`src/rtl/sum_accumulator_pkg.sv`:
```
// Shared types and helpers for the sum accumulator block.
package sum_accumulator_pkg;

  typedef enum logic {ACCUM = 1'b0, DONE = 1'b1} acc_state_t;

  localparam int SAT_W = 32;

  // Fixed-width saturating add, returns {sat, result}; result is all ones on overflow.
  function automatic logic [SAT_W:0] sat_add(input logic [SAT_W-1:0] acc,
                                             input logic [SAT_W-1:0] in_v);
    logic [SAT_W:0] s;
    s = {1'b0, acc} + {1'b0, in_v};
    return s[SAT_W] ? {1'b1, {SAT_W{1'b1}}} : s;
  endfunction

endpackage

```
`src/rtl/sum_accumulator_if.sv`:
```
// Input handshake, flush and result handshake of the sum accumulator.
interface sum_accumulator_if #(
  parameter int DATA_WIDTH = 8,
  parameter int ACC_WIDTH  = 16,
  parameter int MAX_COUNT  = 4
);
  import sum_accumulator_pkg::*;

  localparam int CNT_W = $clog2(MAX_COUNT + 1);

  logic                  in_valid;
  logic [DATA_WIDTH:0]   in_sum;
  logic                  in_ready;
  logic                  flush;
  logic                  out_valid;
  logic                  out_ready;
  logic [ACC_WIDTH-1:0]  out_acc;
  logic [CNT_W-1:0]      out_count;
  logic                  out_sat;

  // Upstream adder / downstream stage side
  modport master (
    output in_valid, in_sum, flush, out_ready,
    input  in_ready, out_valid, out_acc, out_count, out_sat
  );

  // Accumulator side
  modport slave (
    input  in_valid, in_sum, flush, out_ready,
    output in_ready, out_valid, out_acc, out_count, out_sat
  );
endinterface

```
`src/rtl/sum_accumulator_sat_adder.sv`:
```
// Combinational acc + in with saturation to all ones on carry-out.
module sat_adder
  import sum_accumulator_pkg::*;
#(
  parameter int ACC_WIDTH = 16,
  parameter int IN_WIDTH  = 9
) (
  input  logic [ACC_WIDTH-1:0] i_acc,
  input  logic [IN_WIDTH-1:0]  i_in,
  output logic [ACC_WIDTH-1:0] o_sum,
  output logic                 o_sat
);
  logic [ACC_WIDTH:0] w_sum_ext;

  // One extra bit catches the carry that marks overflow
  always_comb begin
    w_sum_ext = {1'b0, i_acc} + (ACC_WIDTH + 1)'(i_in);
    o_sat     = w_sum_ext[ACC_WIDTH];
    o_sum     = o_sat ? {ACC_WIDTH{1'b1}} : w_sum_ext[ACC_WIDTH-1:0];
  end
endmodule

```
`src/rtl/sum_accumulator.sv`:
```
// Batches MAX_COUNT adder sums into a saturating total and hands it downstream.
module sum_accumulator
  import sum_accumulator_pkg::*;
#(
  parameter int DATA_WIDTH = 8,
  parameter int ACC_WIDTH  = 16,
  parameter int MAX_COUNT  = 4
) (
  input  logic            clk,
  input  logic            reset,
  sum_accumulator_if.slave bus
);
  localparam int CNT_W = $clog2(MAX_COUNT + 1);

  generate
    if (ACC_WIDTH < DATA_WIDTH + 1) begin : g_bad_acc_w
      $error("sum_accumulator: ACC_WIDTH must be >= DATA_WIDTH+1");
    end
    if (MAX_COUNT < 1) begin : g_bad_max_count
      $error("sum_accumulator: MAX_COUNT must be >= 1");
    end
  endgenerate

  acc_state_t           r_state, w_next;
  logic [ACC_WIDTH-1:0] r_acc;
  logic [CNT_W-1:0]     r_cnt;
  logic                 r_sat;

  logic                 w_accum, w_beat, w_close, w_release;
  logic [ACC_WIDTH-1:0] w_add_sum;
  logic                 w_add_sat;

  sat_adder #(.ACC_WIDTH(ACC_WIDTH), .IN_WIDTH(DATA_WIDTH + 1)) u_add (
    .i_acc (r_acc),
    .i_in  (bus.in_sum),
    .o_sum (w_add_sum),
    .o_sat (w_add_sat)
  );

  assign w_accum   = (r_state == ACCUM);
  assign w_beat    = bus.in_valid && w_accum;
  // Batch closes on the last beat, or on flush when it would not be empty
  assign w_close   = (w_beat && (r_cnt == CNT_W'(MAX_COUNT - 1))) ||
                     (w_accum && bus.flush && ((r_cnt != '0) || w_beat));
  assign w_release = (r_state == DONE) && bus.out_ready;

  // Next-state decode
  always_comb begin
    w_next = r_state;
    case (r_state)
      ACCUM:   if (w_close)   w_next = DONE;
      DONE:    if (w_release) w_next = ACCUM;
      default: w_next = ACCUM;
    endcase
  end

  // State, accumulator, count and sticky saturation flag
  always_ff @(posedge clk) begin
    if (reset) begin
      r_state <= ACCUM;
      r_acc   <= '0;
      r_cnt   <= '0;
      r_sat   <= 1'b0;
    end else begin
      r_state <= w_next;
      if (w_release) begin
        r_acc <= '0;
        r_cnt <= '0;
        r_sat <= 1'b0;
      end else if (w_beat) begin
        r_acc <= w_add_sum;
        r_cnt <= r_cnt + CNT_W'(1);
        if (w_add_sat) r_sat <= 1'b1;
      end
    end
  end

  assign bus.in_ready  = w_accum;
  assign bus.out_valid = (r_state == DONE);
  assign bus.out_acc   = r_acc;
  assign bus.out_count = r_cnt;
  assign bus.out_sat   = r_sat;
endmodule
```
`src/flat_wrapper.sv`:
```
// flat-port wrapper written by rule: the top's interface ports become plain ports
module sum_accumulator_flat import sum_accumulator_pkg::*;
#(
  parameter int DATA_WIDTH = 8,
  parameter int ACC_WIDTH  = 16,
  parameter int MAX_COUNT  = 4
)
  (clk, reset, bus_in_valid, bus_in_sum, bus_flush, bus_out_ready, bus_in_ready, bus_out_valid, bus_out_acc, bus_out_count, bus_out_sat);
  sum_accumulator_if #(.DATA_WIDTH(DATA_WIDTH), .ACC_WIDTH(ACC_WIDTH), .MAX_COUNT(MAX_COUNT)) bus_i ();
  input  logic clk;
  input  logic reset;
  input wire logic [$bits(bus_i.in_valid)-1:0] bus_in_valid;
  input wire logic [$bits(bus_i.in_sum)-1:0] bus_in_sum;
  input wire logic [$bits(bus_i.flush)-1:0] bus_flush;
  input wire logic [$bits(bus_i.out_ready)-1:0] bus_out_ready;
  output wire logic [$bits(bus_i.in_ready)-1:0] bus_in_ready;
  output wire logic [$bits(bus_i.out_valid)-1:0] bus_out_valid;
  output wire logic [$bits(bus_i.out_acc)-1:0] bus_out_acc;
  output wire logic [$bits(bus_i.out_count)-1:0] bus_out_count;
  output wire logic [$bits(bus_i.out_sat)-1:0] bus_out_sat;
  assign bus_i.in_valid = bus_in_valid;
  assign bus_i.in_sum = bus_in_sum;
  assign bus_i.flush = bus_flush;
  assign bus_i.out_ready = bus_out_ready;
  assign bus_in_ready = bus_i.in_ready;
  assign bus_out_valid = bus_i.out_valid;
  assign bus_out_acc = bus_i.out_acc;
  assign bus_out_count = bus_i.out_count;
  assign bus_out_sat = bus_i.out_sat;
  sum_accumulator #(.DATA_WIDTH(DATA_WIDTH), .ACC_WIDTH(ACC_WIDTH), .MAX_COUNT(MAX_COUNT)) u_core (.clk(clk), .reset(reset), .bus(bus_i));
endmodule
```
`config.mk`:
```
export PLATFORM = sky130hd
export DESIGN_NAME = sum_accumulator_flat
export DESIGN_NICKNAME = d
export VERILOG_FILES = /design/src/rtl/sum_accumulator_pkg.sv /design/src/rtl/sum_accumulator_if.sv /design/src/rtl/sum_accumulator_sat_adder.sv /design/src/rtl/sum_accumulator.sv /design/src/flat_wrapper.sv
export SDC_FILE = /design/constraint.sdc
export NUM_CORES = 1
export LEC_CHECK = 0
export ABC_CLOCK_PERIOD_IN_PS = 2600
export BUFFER_PORTS_ARGS = -buffer_cell sky130_fd_sc_hd__buf_2
export CORE_ASPECT_RATIO = 0.6
export CORE_MARGIN = 3
export CORE_UTILIZATION = 50
export DETAILED_ROUTE_END_ITERATION = 10
export PLACE_DENSITY = 0.77
export SLEW_MARGIN = 20
export SYNTH_ARGS = -nofsm -noshare
export SYNTH_HDL_FRONTEND = slang
export SYNTH_HIERARCHICAL = 1
export SYNTH_SLANG_ARGS = --single-unit
```
`constraint.sdc`:
```
create_clock -name clk -period 2.6 [get_ports clk]
set_input_delay 0.52 -clock clk [delete_from_list [all_inputs] [get_ports clk]]
set_output_delay 0.52 -clock clk [all_outputs]
set_load 0.05 [all_outputs]
```
==> results of run 1 <==
## final cells by class
type                       count  area share (%)
tap                           32            2.37
clock buffer                   4            2.67
multi-input combinational    150            55.2
inverter                      10            2.23
sequential                    21            24.9
timing repair buffer          40            12.6
## power by group
group | leakage (nW) | switching (mW) | internal (mW) | total (mW)
logic | 0.607 | 0.254 | 0.135 | 0.389
registers | 0.171 | 0.0238 | 0.346 | 0.370
clock network | 0.0228 | 0.109 | 0.109 | 0.218
## logic make-up after synthesis
kind of cell	Yosys count	share of synthesized area, %
xor+xnor	7	4.28
buf+inv	18	5.76
flops	21	29.3
mux	2	1.74
fa+ha+maj	13	11.9
compound gates	54	24.3
simple gates	74	22.7
## sequential cells by signal (all words and copies together) (netlist names)
register              count
u_core/bus.out_count      3
u_core/bus.out_sat        1
u_core/bus.out_valid      1
u_core/bus.out_acc       16
## critical path, stage by stage, from the launching register on
cell,delay (ns)
dfxtp_1,0.33
ha_1,0.23
fa_1,0.39
a211oi_1,0.25
buf_4,0.16
o21ai_4,0.07
a2bb2oi_4,0.20
nand4_2,0.12
mux2_4,0.30
nand2_1,0.06
a21oi_1,0.06
## final timing paths
kind	slack [ns]	endpoint	start	depth (start not counted)
setup / recovery	0.30	u_core/bus.out_acc[12]	u_core/bus.out_acc[0]	10
hold / removal	0.48	u_core/bus.out_acc[6]	u_core/bus.out_acc[6]	2
setup reg to reg	0.30	u_core/bus.out_acc[12]	u_core/bus.out_acc[0]	10
hold reg to reg	0.48	u_core/bus.out_acc[6]	u_core/bus.out_acc[6]	2
## metal layers
metal | vias up | GRT usage [%] | wire (µm)
li1 | 717 | - | -
met3 | 3 | 4.61 | 221
met1 | 666 | 26.9 | 1710
met5 | - | 0 | 0
met4 | 0 | 4.53 | 10
met2 | 40 | 34.1 | 1500
## metrics by stage
stage	hold WS (ns)	util, %
finish	0.478	64.6
global route	0.511	64.6
CTS	0.481	64.6
detailed placement	0.471	62.9
global placement	0.448	62.9
floorplan	0.685	-
## Yosys cell counts (2+ instances only)
library cell  instances  share of area [%]
a211oi_1              4                2.1
a21o_1                4                2.1
a21oi_1              31                 11
a31oi_1               2               0.87
buf_2                 3                1.0
buf_4                 3                1.6
clkbuf_1              2               0.52
dfxtp_1              21                 29
ha_1                 12                 10
inv_1                10                2.6
nand2_1              47                 12
nand2b_1              5                2.2
nand3_1               5                1.7
nor2_1                8                2.1
nor2b_1               2               0.87
nor3_1                2               0.70
o21ai_0               5                1.7
or3_1                 2               0.87
xnor2_1               4                2.4
xor2_1                3                1.8
==> out/results.ini, run 1 <==
[grt]
grt_max_degree = 22
grt_first_pass_wirelength_um = 5550
grt_pass1_vias = 1256
antenna_found_initial = 0
gr-total-overflow = 0
grt_usage_pct = 20.2

[cells_and_area]
final_common_cell = nand2_1
nFillCells = 254
diodes = 0
final_cells = 257
layout-drive-gt1-share_pct = 21.8
nets = 253
area_growth_pct = 17.6
regArea_um2 = 420
most-common-layout-cells = 47 x nand2_1, 35 x buf_2, 31 x a21oi_1
design_area_um2 = 1690
multi_input_area_um2 = 931

[placement]
dp_hpwl_um = 2510
port_buffers = 35
place.gp.congestion = 0.778
placed_area_um2 = 1640
post-place-cells = 253
place_ws_ns = 0.0290

[yosys]
ys_warn_count = 6
synth_nets = 216
ys_ff_latch = 21
ys_seq_area_share_pct = 29.3
avgSynthCellArea_um2 = 7.59
synth_edf_count = 0
synthDistinctLibCells = 34
syn_inst = 189
synth.cell_area_um2 = 1430
async_flop_share_pct = 0
yosys_most_used_dff = dfxtp_1

[drt]
antenna_left = 0
wl_per_cell_um = 13.4
vias_per_cell = 5.55
drt-initial-drc-count = 76
routed_wl_um = 3440
drc = 0
firstDrtPassIters = 4
dr_total_vias = 1426

[die]
rows = 14
die_h_um = 47.5
pin_count = 36
initial_core_util_pct = 54.9
die-area_um2 = 3570
dieWidth_um = 75.1
core-area_um2 = 2610

[clock_network]
ctsHoldBuffers = 0
cts_max_level = 1
post_cts_buffers = 0
cts_buffers = 3
cts_sinks = 21
clkSlewWorstSetupHoldPaths_ns = 0.08
clock_path_buffers = 2
cts_tree = done
post_cts_resized = 0
cts-root-buf = clkbuf_8
clk_latency_ns = 0.26

[worst_setup_path]
required_ns = 2.72
critPathLaunchType = register
path_class = reg -> reg
critPathCaptureType = register
path_max_fanout = 7
cp.arrival_ns = 2.42

[sta]
fmax_mhz = 434
worst_slack_ns = 0.297
slew_headroom_pct = 51.4
setup-tns-final_ns = 0
clock_skew_ns = 0.00316
setup_violations = 0
rsz0062_at_grt = false
period_needed_ns = 2.30
hold_viol_final = 0
slew_viol_final = 0
post-route-period-util_pct = 88.6
max_slew.worst_pin.slew_ns = 0.728

[job]
cap_viol_max_count = 0

[run_status]
status = completed

[power]
peakVddDrop_uv = 309
total_power_mw = 0.977
p_leak_nw = 0.801
power_density_nw_per_um2 = 579

[hold_path]
holdCritPathClass = reg -> reg

No activity file was read; power rests on OpenSTA's default activity.
==> run 2: changes to the inputs <==
--- a/config.mk
+++ b/config.mk
@@ -11,9 +11,8 @@
 export CORE_MARGIN = 3
 export CORE_UTILIZATION = 50
 export DETAILED_ROUTE_END_ITERATION = 10
-export PLACE_DENSITY = 0.77
+export PLACE_DENSITY = 0.78
 export SLEW_MARGIN = 20
 export SYNTH_ARGS = -nofsm -noshare
 export SYNTH_HDL_FRONTEND = slang
-export SYNTH_HIERARCHICAL = 1
 export SYNTH_SLANG_ARGS = --single-unit
==> run 2 against run 1 <==
Against the previous run: cell count decreased by 12%; synthesized cell count decreased by 15%; die area decreased by 6.8%; maximum frequency increased by 3.4%; total power decreased by 4.5%; combinational power decreased by 10%; sequential power about the same; sequential cell count unchanged; cell area decreased by 6.0%; setup slack improved by 0.077 ns; wire length decreased by 4.2%.
==> out/results.ini, run 2 <==
[die]
die-area_um2 = 3320
initial_core_util_pct = 56.6
dieWidth_um = 72.5
die_h_um = 45.9
core-area_um2 = 2340
pin_count = 36
rows = 13

[cells_and_area]
layout-drive-gt1-share_pct = 25.9
most-common-layout-cells = 35 x buf_2, 23 x a21oi_1, 21 x dfxtp_1
final_cells = 227
area_growth_pct = 19.6
nets = 225
diodes = 0
largest_reg_flops = 16
final_common_cell = buf_2

[grt]
grt_max_degree = 15
gr-total-overflow = 0
grt_first_pass_wirelength_um = 5300
grt_usage_pct = 21.1
grt_pass1_vias = 1150
antenna_found_initial = 0

[yosys]
synth_top_area_share_pct = 31.7
post-synth-top-count-cell = a21oi_1
avgSynthCellArea_um2 = 8.28
synthDistinctLibCells = 36
ys_seq_area_share_pct = 31.7
async_flop_share_pct = 0
synth_nets = 187
synth_edf_count = 0
yosys_most_used_dff = dfxtp_1
synth.cell_area_um2 = 1330
synthTopCellsByCount = 23 x a21oi_1, 21 x dfxtp_1, 14 x o21ai_0, 12 x ha_1, 11 x inv_1
yosys.area.top_type = dfxtp_1
ys_warn_count = 0
ys_ff_latch = 21
syn_inst = 160
synth.area.top_cells = dfxtp_1 32%, ha_1 11%, a21oi_1 8.7%

[worst_setup_path]
path_class = in -> reg
critPathCaptureType = register
cp.arrival_ns = 2.38
required_ns = 2.76
path_max_fanout = 3
critPathLaunchType = input port
worstRegToRegCells = 7

[sta]
max_slew.worst_pin.slew_ns = 0.507
period_needed_ns = 2.23
post-route-period-util_pct = 85.6
fmax_mhz = 449
setup_violations = 0
setup-tns-final_ns = 0
rsz0062_at_grt = false
clock_skew_ns = 0.00181
hold_viol_final = 0
slew_viol_final = 0
slew_headroom_pct = 65.7
worst_slack_ns = 0.374

[placement]
post-place-cells = 223
dp_hpwl_um = 2560
port_buffers = 35
place.gp.congestion = 0.911
place_ws_ns = 0.120

[clock_network]
cts_max_level = 1
clkSlewWorstSetupHoldPaths_ns = 0.07
clk_latency_ns = 0.26
post_cts_resized = 0
cts_sinks = 21
cts_tree = done
cts_buffers = 3
post_cts_buffers = 0
ctsHoldBuffers = 0
cts-root-buf = clkbuf_8
clock_path_buffers = 2

[hold_path]
worstHoldPathCells = 2
holdCritPathClass = reg -> reg

[power]
p_leak_nw = 0.743
power_density_nw_per_um2 = 589
peakVddDrop_uv = 333

[drt]
wl_per_cell_um = 14.5
dr_total_vias = 1270
routed_wl_um = 3290
drc = 0
vias_per_cell = 5.59
firstDrtPassIters = 4
drt-initial-drc-count = 106
antenna_left = 0

[run_status]
status = completed

[job]
cap_viol_max_count = 0

-- run 2: cell count changes after synthesis, moves of 3 or more --
cell and change:
a21oi_1 -8, and3_1 +3, nand2_1 -37, nand2b_1 -5
nand3_1 +3, o21ai_0 +9
-- run 2: kinds of logic after synthesis --
kind of cell / count (synthesis) / synth area share [%]
xor+xnor: 9 / 5.95
mux: 2 / 1.51
buf+inv: 18 / 5.76
compound gates: 56 / 26.5
fa+ha+maj: 13 / 12.8
flops: 21 / 31.7
simple gates: 41 / 15.7
-- run 2: worst max-delay path, stage by stage --
cell	delay [ns]
buf_2	0.10
ha_1	0.21
fa_1	0.44
a211oi_1	0.26
nor2_1	0.11
o41ai_1	0.44
xor2_1	0.21
a21oi_1	0.08
-- run 2: stage by stage --
step / hold WS, ns / power, mW / cell area (µm²) / utilization, %
6_report: 0.469 / 0.933 / 1590 / 67.7
5_1_grt: 0.488 / 0.987 / 1590 / 67.7
4_1_cts: 0.466 / 0.940 / 1590 / 67.7
3_5_place_dp: 0.448 / 0.720 / 1540 / 65.8
3_3_place_gp: 0.432 / 0.710 / 1540 / 65.8
2_1_floorplan: 0.664 / 0.640 / 1330 / -
-- run 2: metal layers --
layer / up-vias / part of all wire [%] / track usage (%)
li1: 649 / - / -
met1: 556 / 46 / 28.3
met2: 57 / 44 / 33.3
met3: 8 / 8.7 / 6.39
met4: 0 / 1.3 / 5.51
met5: - / 0 / 0
-- run 2: final cells by class --
type | instances | area [µm²]
Multi-Input combinational cell | 121 | 828
Fill cell | 209 | 757
Sequential cell | 21 | 420
Timing Repair Buffer | 40 | 213
Clock buffer | 4 | 45.0
Inverter | 11 | 41.3
Tap cell | 30 | 37.5
-- run 2: report_power, final --
group / total, mW / switching (mW) / leakage (nW) / internal [mW]
logic: 0.349 / 0.235 / 0.549 / 0.114
registers: 0.368 / 0.0215 / 0.172 / 0.346
clock network: 0.216 / 0.107 / 0.0228 / 0.109
total: 0.933 / 0.363 / 0.743 / 0.570
-- run 2: worst paths after layout --
check,endpoint,slack [ns],start
worst max-delay path,u_core.bus.out_acc[8],0.37,bus_in_sum[0]
worst min-delay path,u_core.bus.out_sat,0.47,u_core.bus.out_sat
worst max register to register,u_core.bus.out_acc[8],0.38,u_core.bus.out_acc[0]
worst min register to register,u_core.bus.out_sat,0.47,u_core.bus.out_sat
==> run 3: changes to the inputs <==
--- a/config.mk
+++ b/config.mk
@@ -10,6 +10,7 @@
 export CORE_ASPECT_RATIO = 0.6
 export CORE_MARGIN = 3
 export CORE_UTILIZATION = 50
+export CTS_BUF_LIST = sky130_fd_sc_hd__clkbuf_2 sky130_fd_sc_hd__clkbuf_4 sky130_fd_sc_hd__clkbuf_8
 export DETAILED_ROUTE_END_ITERATION = 10
 export PLACE_DENSITY = 0.78
 export SLEW_MARGIN = 20
==> run 3 against run 2 <==
Against the previous run: cell area grew 0.24%; die area is the same; combinational power is essentially flat; global-route usage shrank 0.095 points; cell count is the same; maximum frequency shrank 0.52%; clock skew is essentially flat; count of clock-buffer cells in the layout is the same; largest power group unchanged; clock power grew 6%; register-to-register slack is essentially flat; critical path depth is the same; largest cell class unchanged; highest routed layer unchanged.
==> out/results.ini, run 3 (synthesis results as in run 2) <==
[run_status]
status = completed

[clock_network]
cts_sinks = 21
post_cts_buffers = 0
ctsHoldBuffers = 0
cts_max_level = 1
clk_latency_ns = 0.26
post_cts_resized = 0
cts-root-buf = clkbuf_8
clock_path_buffers = 2
clkSlewWorstSetupHoldPaths_ns = 0.08
cts_tree = done
cts_buffers = 3

[hold_path]
hold_end = u_core.bus.out_sat
hp-start = u_core.bus.out_sat
holdCritPathClass = reg -> reg
worstHoldPathCells = 2

[grt]
gr-total-overflow = 0
grt_max_degree = 15
antenna_found_initial = 0
grt_usage_pct = 21.0
grt_pass1_vias = 1150
grt_first_pass_wirelength_um = 5300

[cells_and_area]
utilization_pct = 67.8
final_common_cell = buf_2
nets = 225
layout-drive-gt1-share_pct = 26.4
most-common-layout-cells = 35 x buf_2, 23 x a21oi_1, 21 x dfxtp_1
largest_reg_flops = 16
diodes = 0
area_growth_pct = 19.9

[die]
dieWidth_um = 72.5
initial_core_util_pct = 56.6
die-area_um2 = 3320
core-area_um2 = 2340
rows = 13
die_h_um = 45.9
pin_count = 36

[sta]
max_slew.worst_pin.slew_ns = 0.522
rsz0062_at_grt = false
clock_skew_ns = 0.00216
fmax_mhz = 447
hold_slack_ns = 0.472
post-route-period-util_pct = 86.1
slew_headroom_pct = 64.8
hold_viol_final = 0
worst_slack_ns = 0.362
setup_violations = 0
period_needed_ns = 2.24
setup-tns-final_ns = 0
slew_viol_final = 0

[drt]
firstDrtPassIters = 4
wl_met1_um = 1500
routed.top_layer = met4
antenna_left = 0
vias_per_cell = 5.58
drc = 0
met2_length_um = 1480
routed_wl_um = 3280
dr_total_vias = 1267
wl_per_cell_um = 14.4
drt-initial-drc-count = 148
met3RoutedLength_um = 276

[power]
swShare_pct = 38.6
p_leak_nw = 0.747
total_power_mw = 0.945
pwr-share-seq_pct = 38.9
power.switching_mw = 0.364
p_int_mw = 0.581
power_density_nw_per_um2 = 595
peakVddDrop_uv = 332
pwr-share-comb_pct = 36.9
p_clk_share_pct = 24.2

[worst_setup_path]
required_ns = 2.76
path_class = in -> reg
path_max_fanout = 3
r2r_start = u_core.bus.out_acc[0]
worstRegToRegCells = 7
cp_top_family = compound AO/OA/AOI/OAI gates
cp.arrival_ns = 2.40
critPathCaptureType = register
worst-path-buf-inv = 1
critPathLaunchType = input port
path_cells = buf_2 -> ha_1 -> fa_1 -> a211oi_1 -> nor2_1 -> o41ai_1 -> xor2_1 -> a21oi_1
rr_endpoint = u_core.bus.out_acc[8]
ff2ff_setup_slack_ns = 0.37
crit_path_top_delay_cell = o41ai_1
slowest_delay_ns = 0.45

[placement]
dp_hpwl_um = 2560
place_ws_ns = 0.120
place.gp.congestion = 0.911
port_buffers = 35

[job]
cap_viol_max_count = 0

run 3: cell counts in the layout (fill, tap and decap cells not counted):
Identical to the previous run, type by type.
run 3: layout make-up:
type	count	area [µm²]
multi-input combinational	121	828
sequential	21	420
timing repair buffer	40	213
tap	30	37.5
fill	206	753
clock buffer	4	48.8
inverter	11	41.3
run 3: through the flow:
step                instance area [µm²]  cells
floorplan                          1330    160
global placement                   1540    223
detailed placement                 1540    223
CTS                                1590    227
global route                       1590    227
finish                             1590    227
run 3: tightest hold or removal path, delay by kind of cell, from the launching register on:
kind            cells  cell delay [ns]
buf+inv             1             0.05
flops               1             0.32
compound gates      1             0.05
run 3: layer usage:
layer	up-vias	track usage, %
met3	5	6.61
met1	565	28.2
met2	47	32.7
li1	650	-
met4	0	5.88
met5	-	0
run 3: worst max path at each step:
stage                           from               endpoint  slack (ns)  cells past startpoint
5_1_grt        u_core.bus.out_acc[0]  u_core.bus.out_acc[5]        0.27                      9
3_5_place_dp           bus_in_sum[0]  u_core.bus.out_acc[8]        0.12                      8
4_1_cts        u_core.bus.out_acc[0]  u_core.bus.out_acc[8]        0.40                      7
6_report               bus_in_sum[0]  u_core.bus.out_acc[8]        0.36                      8
3_3_place_gp           bus_in_sum[0]  u_core.bus.out_acc[0]        0.21                     10
2_1_floorplan  u_core.bus.out_acc[0]  u_core.bus.out_acc[0]        0.31                      8
run 3: power groups by stage:
stage	combinational (mW)	sequential [mW]	clock (mW)
final	0.348	0.368	0.228
after detailed placement	0.345	0.375	0
after CTS	0.346	0.368	0.235
after floorplan	0.182	0.458	0
after global routing	0.379	0.373	0.246
after global placement	0.337	0.374	0
